## config.mk

```make
export PLATFORM = sky130hd
export DESIGN_NAME = vec_wb_arbiter
export DESIGN_NICKNAME = d
export VERILOG_FILES = /design/src/rtl/vec_wb_arbiter.sv
export SDC_FILE = /design/constraint.sdc
export NUM_CORES = 1
export LEC_CHECK = 0
export CAP_MARGIN = 10
export CORE_AREA = 2 2 604 606
export DETAILED_ROUTE_END_ITERATION = 8
export DIE_AREA = 0 0 606 608
export REMOVE_ABC_BUFFERS = 1
export SLEW_MARGIN = 20
export SYNTH_ARGS = -nofsm -noshare
export SYNTH_HDL_FRONTEND = slang
export SYNTH_SLANG_ARGS = --single-unit
```

## constraint.sdc

```tcl
create_clock -name i_clk -period 1.8 [get_ports i_clk]
set_input_delay 0.36 -clock i_clk [delete_from_list [all_inputs] [get_ports i_clk]]
set_output_delay 0.36 -clock i_clk [all_outputs]
set_load 0.02 [all_outputs]
```

## src/rtl/vec_wb_arbiter.sv

```systemverilog
// Round-robin arbiter sharing the vec_ram write port between NUM_REQ writeback sources.
// Define VEC_WB_HAZARD_EN to enable read-after-write hazard flags on the two read ports.
module vec_wb_arbiter #(
    parameter int VEC_SIZE        = 32,
    parameter int VEC_INDEX_WIDTH = 3,
    parameter int NUM_REQ         = 2
) (
    input  logic                                                i_clk,
    input  logic                                                i_rst,
    input  logic                                                i_hold,
    input  logic [NUM_REQ-1:0]                                  i_req_valid,
    output logic [NUM_REQ-1:0]                                  o_req_ready,
    input  logic [NUM_REQ-1:0][VEC_INDEX_WIDTH-1:0]             i_req_addr,
    input  logic [NUM_REQ-1:0][15:0][VEC_SIZE-1:0]              i_req_data,
    output logic                                                o_write_enable,
    output logic [VEC_INDEX_WIDTH-1:0]                          o_write_addr,
    output logic [15:0][VEC_SIZE-1:0]                           o_write_data,
    output logic [$clog2(NUM_REQ)-1:0]                          o_grant_id,
    input  logic [VEC_INDEX_WIDTH-1:0]                          i_rd_addr_a,
    input  logic [VEC_INDEX_WIDTH-1:0]                          i_rd_addr_b,
    output logic                                                o_hazard_a,
    output logic                                                o_hazard_b
);

    localparam int GID_W = $clog2(NUM_REQ);

    // Handshake: requester r transfers at a posedge where i_req_valid[r] && o_req_ready[r];
    // it keeps addr/data stable and valid asserted until that edge.
    logic [GID_W-1:0]           ptr_q, ptr_d;
    logic                       we_q, we_d;
    logic [VEC_INDEX_WIDTH-1:0] addr_q, addr_d;
    logic [15:0][VEC_SIZE-1:0]  data_q, data_d;
    logic [GID_W-1:0]           gid_q, gid_d;

    logic [GID_W-1:0]           win;
    logic                       found;
    logic                       grant;
    logic [GID_W:0]             idx;

    // Scan from the pointer, wrapping once; the first valid requester wins.
    always_comb begin
        win   = '0;
        found = 1'b0;
        idx   = '0;
        for (int k = 0; k < NUM_REQ; k++) begin
            idx = {1'b0, ptr_q} + (GID_W+1)'(k);
            if (idx >= (GID_W+1)'(NUM_REQ)) begin
                idx = idx - (GID_W+1)'(NUM_REQ);
            end
            if (!found && i_req_valid[idx[GID_W-1:0]]) begin
                found = 1'b1;
                win   = idx[GID_W-1:0];
            end
        end
    end

    assign grant       = found && !i_hold && i_rst;
    assign o_req_ready = grant ? (NUM_REQ'(1) << win) : '0;

    always_comb begin
        ptr_d  = ptr_q;
        we_d   = 1'b0;
        addr_d = addr_q;
        data_d = data_q;
        gid_d  = gid_q;
        if (grant) begin
            we_d   = 1'b1;
            addr_d = i_req_addr[win];
            data_d = i_req_data[win];
            gid_d  = win;
            ptr_d  = (win == GID_W'(NUM_REQ-1)) ? '0 : win + GID_W'(1);
        end
    end

    always_ff @(posedge i_clk or negedge i_rst) begin
        if (!i_rst) begin
            ptr_q  <= '0;
            we_q   <= 1'b0;
            addr_q <= '0;
            data_q <= '0;
            gid_q  <= '0;
        end else begin
            ptr_q  <= ptr_d;
            we_q   <= we_d;
            addr_q <= addr_d;
            data_q <= data_d;
            gid_q  <= gid_d;
        end
    end

    assign o_write_enable = we_q;
    assign o_write_addr   = addr_q;
    assign o_write_data   = data_q;
    assign o_grant_id     = gid_q;

`ifdef VEC_WB_HAZARD_EN
    // The write lands at the next edge, so a same-cycle read of that index is stale.
    assign o_hazard_a = we_q && (addr_q == i_rd_addr_a);
    assign o_hazard_b = we_q && (addr_q == i_rd_addr_b);
`else
    assign o_hazard_a = 1'b0;
    assign o_hazard_b = 1'b0;
`endif

endmodule

```

==> reports/qor.csv, run 1 <==
metric,value,unit
fin_skew,72.79,ps
period_share,1.186,
die_area,0.3684,mm²
power.density,1035,mW/mm²
clkLatencyLatePin,820,ps
critical-path-top-delay-family,buffers and inverters,
setup_viol,188,
dpl-instance-area,0.04630,mm²
final_area,0.05170,mm²
drcViolationCount,0,
coreArea,0.3617,mm²
worst-endpoint-required,1440,ps
fin_nets,4602,
rows,221,
startpoint_type,input pin,
maxSlewHeadroom,0.4432,
status,"complete, but fails checks",
cp_slowest_cell,clkdlybuf4s50_1,
cap_violations,0,
synth-xor-area-share,0,
synth_top_family_by_area,compound AO/OA/AOI/OAI gates,
drive_gt1_frac,0.2912,
path_cells,clkdlybuf4s50_1 > nor2b_4 > buf_12 > buf_4 > and3_4 > buf_12,
first_pass_iters,7,
synthToLayoutAreaGrowth,114.8,%
synth_area,0.02406,mm²
die_h,608,µm
synth.yosys.seq_area_share,0.5387,
start_util,0.06653,
track_usage,0.1650,
worstHoldPathCells,2,
antenna_found_initial,281,
drtIter0Drc,2525,
dp_slack,-924.3,ps
fmax,0.4684,GHz
tritoncts,done,
cts_sinks,518,
critPathMaxStageDelay,460,ps
rsz0062_at_grt,yes,
die_x,606,µm
hpwl,278200,µm
htreeDepth,3,
r2r_setup_slack,-70,ps
synthSimpleGateAreaFrac,0.1888,
synth_warnings,0,
final_cells,8476,
cts_buffers,78,
grt-busiest-layer,met2,
cpMostUsedCell,buf_12,
cp_max_fo,9,
clock_path_buffers,4,
reg2regPathDepth,6,
path_buf_inv,4,
crit_path_end_kind,output pin,
gp_congestion,0.9192,
gr-usage-met2,0.2671,
grt_max_degree,148,
slew_violations,0,
vias,28800,
reg2reg_to,o_write_data[6],
layout_min_cycle_time,2135,ps
final.setup.tns,-9383,ps
gr-total-overflow,0,
grt_pass1_wl,378400,µm
ys_types,17,
synth_compound_area_frac,0.2152,
r2r_start,ptr_q,
io_pins,1562,
violations,setup timing,
final_antenna_net_count,0,
post-place-cells,8055,
cts-root-buf,clkbuf_16,
arrival,1770,ps
vdd_drop_max,0.6809,mV
synth_mux_area_frac,0,
place.port_buffers,1553,
hold_ws,157.2,ps
grtUsageMet1,0.1604,
min_from,i_req_data[588],
hp-class,in -> reg,
holdPathEnd,o_write_data[76],
power_leakage,20.67,nW
yosys.area_share.adder,0,
routed_wl,318200,µm
postLayoutSetupSlackWorst,-335.0,ps
grt_pass1_vias,28060,
path_clk_slew,80,ps
hold_viol_final,0,
grtUsageMet3,0.1189,
tightestPinTransition,835.1,ps
syn_area_per_cell,13.03,µm²
wl_per_cell,37.54,µm
critPathKind,in -> out,
nFillCells,40560,
synth-seq-cells,518,
vias_per_cell,3.397,
synth_cells,1847,
==> report_power, final <==
part	total (W)	switching [W]	internal (W)
sequential	0.0160	0.00213	0.0139
combinational	0.0216	0.0117	0.00988
clock	0.0159	0.00665	0.00923
==> kinds of logic (layout without fill, tap and decap cells) <==
| logic type | after synthesis | in the layout |
|---|---|---|
| AND/OR/NAND/NOR | 521 | 521 |
| AO/OA/AOI/OAI | 518 | 518 |
| flip-flops | 518 | 518 |
| buffers and inverters | 289 | 2054 |
| other | 1 | 71 |
==> cell type report <==
class                           instances  area [µm²]  area share
Timing Repair Buffer                 1921       20260      0.3919
Sequential cell                       518       13010      0.2517
Multi-Input combinational cell       1041        9769      0.1890
Tap cell                             4794        5998      0.1160
Clock buffer                          104        2151     0.04161
Clock inverter                         28       325.3    0.006293
Antenna cell                           69       172.7    0.003340
Inverter                                1       3.754  0.00007261
==> worst register-to-register path: cells and delay by family (launching register included) <==
family | cells | cell delay, ps
simple gates | 2 | 310
compound gates | 1 | 310
buf+inv | 3 | 720
flops | 1 | 450
==> cells in the mapped netlist <==
library cell / n / area share
a21o_1: 2 / 0.00062
a221o_1: 515 / 0.21
and3_1: 2 / 0.00052
buf_1: 5 / 0.00078
nor2b_2: 1 / 0.00036
conb_1: 1 / 0.00016
nand2b_1: 1 / 0.00026
clkbuf_1: 190 / 0.030
a21boi_0: 1 / 0.00031
or2_2: 1 / 0.00026
inv_1: 1 / 0.00016
and4_1: 514 / 0.19
buf_2: 58 / 0.012
buf_4: 12 / 0.0037
dfrtp_1: 518 / 0.54
nand2_1: 2 / 0.00031
buf_6: 23 / 0.011
==> state kept, by name, indices dropped and copies added, names as in the netlist <==
name,cells
o_write_data,512
o_write_addr,3
o_grant_id,1
o_write_enable,1
ptr_q,1
==> worst max-delay path by stage <==
stage                              start                 to  slack [ps]  depth (start not counted)
after floorplan                    i_rst    o_write_addr[0]      -20680                          3
after global placement    i_req_valid[1]  o_write_data[380]        -920                          7
after detailed placement  i_req_valid[1]  o_write_data[171]        -920                          7
after CTS                          ptr_q     o_req_ready[1]        -420                          4
after global routing               ptr_q     o_req_ready[1]        -410                          4
final                             i_hold     o_req_ready[0]        -330                          6
==> through the flow <==
stage,power [W],util
after detailed placement,0.03622,0.1280
final,0.05348,0.1429
after global routing,0.05585,0.1427
after floorplan,0.02102,-
after CTS,0.05471,0.1411
after global placement,0.03613,0.1280
==> metal layers <==
metal,vias to the layer above,wire length (µm)
met5,-,1163
met1,14410,104100
met3,683,52350
met2,1972,145600
li1,11560,-
met4,178,14960
==> layout by cell type, fill, tap and decap left out, types with 5 or more instances in the layout <==
| cell type | count |
|---|---|
| clkinv_2 | 12 |
| inv_6 | 5 |
| buf_2 | 66 |
| clkdlybuf4s50_1 | 1032 |
| buf_8 | 54 |
| bufinv_16 | 6 |
| buf_12 | 134 |
| dfrtp_2 | 41 |
| clkbuf_16 | 87 |
| clkbuf_1 | 17 |
| buf_6 | 298 |
| clkbuf_8 | 8 |
| dfrtp_1 | 477 |
| and4_1 | 513 |
| diode_2 | 69 |
| buf_4 | 324 |
| a221o_1 | 515 |
==> what timing repair did <==
item	in CTS	in global routing
gates cloned	0	9
hold buffers	1	0
endpoints found under the hold margin	117	0
buffers inserted	193	17
gates resized for setup	1491	35
setup endpoints to repair	550	436
pin swaps	3	1
No activity file was read; power rests on OpenSTA's default activity.
==> run 2: changes to the inputs <==
--- a/config.mk
+++ b/config.mk
@@ -7,10 +7,12 @@
 export LEC_CHECK = 0
 export CAP_MARGIN = 10
 export CORE_AREA = 2 2 604 606
+export CTS_CLUSTER_SIZE = 40
 export DETAILED_ROUTE_END_ITERATION = 8
 export DIE_AREA = 0 0 606 608
+export GPL_ROUTABILITY_DRIVEN = 1
 export REMOVE_ABC_BUFFERS = 1
-export SLEW_MARGIN = 20
+export SLEW_MARGIN = 10
 export SYNTH_ARGS = -nofsm -noshare
 export SYNTH_HDL_FRONTEND = slang
 export SYNTH_SLANG_ARGS = --single-unit
==> run 2 against run 1 <==
  * The run still ends with setup timing left
  * Non-clock buffer count fell by 1
  * Sequential share of layout area hardly changed
  * Final area about the same
  * Worst setup slack worse by 5.4 ps
  * Register-to-register slack is essentially flat
  * Clock-buffer cell count rose by 1
  * Highest routed layer unchanged
==> reports/qor.csv, run 2 (synthesis results as in run 1) <==
metric,value,unit,change
critPathKind,in -> out,,
cap_violations,0,,unchanged
coreArea,0.3617,mm²,unchanged
io_pins,1562,,unchanged
min_from,i_req_data[588],,
period_share,1.189,,+0.002976
grt_pass1_wl,378500,µm,about the same
die_h,608,µm,unchanged
final_cell_mix,"1032 x clkdlybuf4s50_1, 515 x a221o_1, 513 x and4_1",,
path_buf_inv,4,,unchanged
die_x,606,µm,unchanged
wl_per_cell,37.55,µm,about the same
antenna_found_initial,282,,+0.36%
status,"complete, but fails checks",,
slew_violations,0,,unchanged
vias,28760,,-0.12%
layout_min_cycle_time,2140,ps,+5.356 ps
drive_gt1_frac,0.2913,,about the same
cts_sinks,518,,unchanged
first_pass_iters,7,,unchanged
worstHoldPathCells,2,,unchanged
crit_path_end_kind,output pin,,
path_cells,clkdlybuf4s50_1 > nor2b_4 > buf_12 > buf_4 > and3_4 > buf_12,,
gp_congestion,0.9192,,unchanged
r2r_setup_slack,-70,ps,about the same
track_usage,0.1650,,about the same
power.density,1036,mW/mm²,+0.13%
rows,221,,unchanged
critPathMaxStageDelay,460,ps,about the same
reg2regPathDepth,6,,unchanged
final_area,0.05170,mm²,about the same
drtIter0Drc,2612,,+3.4%
fin_nets,4601,,-0.022%
maxSlewHeadroom,0.4493,,+0.006093
final_antenna_net_count,0,,unchanged
tritoncts,done,,
cp_slowest_cell,clkdlybuf4s50_1,,
grt_pass1_vias,28040,,-0.057%
synthToLayoutAreaGrowth,114.9,%,about the same
grt_max_degree,148,,unchanged
drcViolationCount,0,,unchanged
cp_max_fo,9,,unchanged
htreeDepth,3,,unchanged
r2r_start,ptr_q,,
clkLatencyLatePin,810,ps,about the same
holdPathEnd,o_write_data[76],,
hold_ws,158.4,ps,+1.162 ps
critical-path-top-delay-family,buffers and inverters,,
start_util,0.06653,,unchanged
setup_viol,192,,+2.1%
dpl-instance-area,0.04630,mm²,unchanged
power_leakage,20.67,nW,about the same
place.port_buffers,1553,,unchanged
gr-total-overflow,0,,unchanged
tightestPinTransition,826.0,ps,-9.140 ps
worst-endpoint-required,1440,ps,about the same
clock_path_buffers,4,,unchanged
startpoint_type,input pin,,
arrival,1780,ps,about the same
path_clk_slew,80,ps,about the same
cts_buffers,78,,unchanged
fmax,0.4672,GHz,-0.25%
routed_wl,318200,µm,about the same
violations,setup timing,,
largest_reg_flops,512,,unchanged
hp-class,in -> reg,,
die_area,0.3684,mm²,unchanged
rsz0062_at_grt,yes,,
vdd_drop_max,0.6753,mV,-0.82%
final_common_cell,clkdlybuf4s50_1,,
cts-root-buf,clkbuf_16,,
hpwl,278200,µm,unchanged
vias_per_cell,3.394,,about the same
postLayoutSetupSlackWorst,-340.3,ps,-5.356 ps
fin_skew,69.64,ps,-3.155 ps
reg2reg_to,o_write_data[466],,
hold_viol_final,0,,unchanged
cpMostUsedCell,buf_12,,
run 2: per-stage QoR:
stage / cells / total power, W / setup slack [ps] / TNS, ps / utilization
6_report: 8474 / 0.05355 / -340.3 / -8676 / 0.1429
5_1_grt: 8444 / 0.05592 / -405.0 / -18830 / 0.1427
4_1_cts: 8380 / 0.05478 / -423.1 / -13780 / 0.1411
3_5_place_dp: 8055 / 0.03622 / -924.3 / -400900 / 0.1280
3_3_place_gp: 8055 / 0.03613 / -923.7 / -404730 / 0.1280
2_1_floorplan: 1560 / 0.02102 / -20680 / - / -
run 2: area by class of cell:
cell class,count,area (µm²)
Antenna cell,68,170.2
Clock buffer,105,2175
Clock inverter,27,320.3
Fill cell,40560,310000
Inverter,1,3.754
Multi-Input combinational cell,1041,9769
Sequential cell,518,13010
Tap cell,4794,5998
Timing Repair Buffer,1920,20250
run 2: power by group:
group	switching (W)	leakage (nW)	total (W)	internal (W)
clock	0.00665	1.22	0.0160	0.00931
sequential	0.00213	6.39	0.0160	0.0139
combinational	0.0117	13.1	0.0216	0.00987
run 2: how the worst max path moves through the flow:
stage | from | endpoint | slack (ps) | depth (start not counted)
4_1_cts | ptr_q | o_req_ready[1] | -420 | 4
6_report | i_hold | o_req_ready[0] | -340 | 6
2_1_floorplan | i_rst | o_write_addr[0] | -20680 | 3
3_3_place_gp | i_req_valid[1] | o_write_data[380] | -920 | 7
3_5_place_dp | i_req_valid[1] | o_write_data[171] | -920 | 7
5_1_grt | ptr_q | o_req_ready[1] | -410 | 4
run 2: layer usage:
layer,up-vias,share of wire,wire length [µm],global-route usage
met5,-,0.0037,1176,0
met2,1978,0.46,145300,0.2673
met4,182,0.047,15050,0.06644
li1,11540,-,-,-
met3,698,0.16,51810,0.1193
met1,14360,0.33,104900,0.1601
run 2: what timing repair did:
action / CTS / global route
gates cloned: 0 / 9
hold endpoints to repair: 117 / 0
pin swaps: 3 / 1
setup buffers: 192 / 17
hold buffers: 1 / 0
endpoints found under the setup margin: 550 / 436
gates resized for setup: 1490 / 35
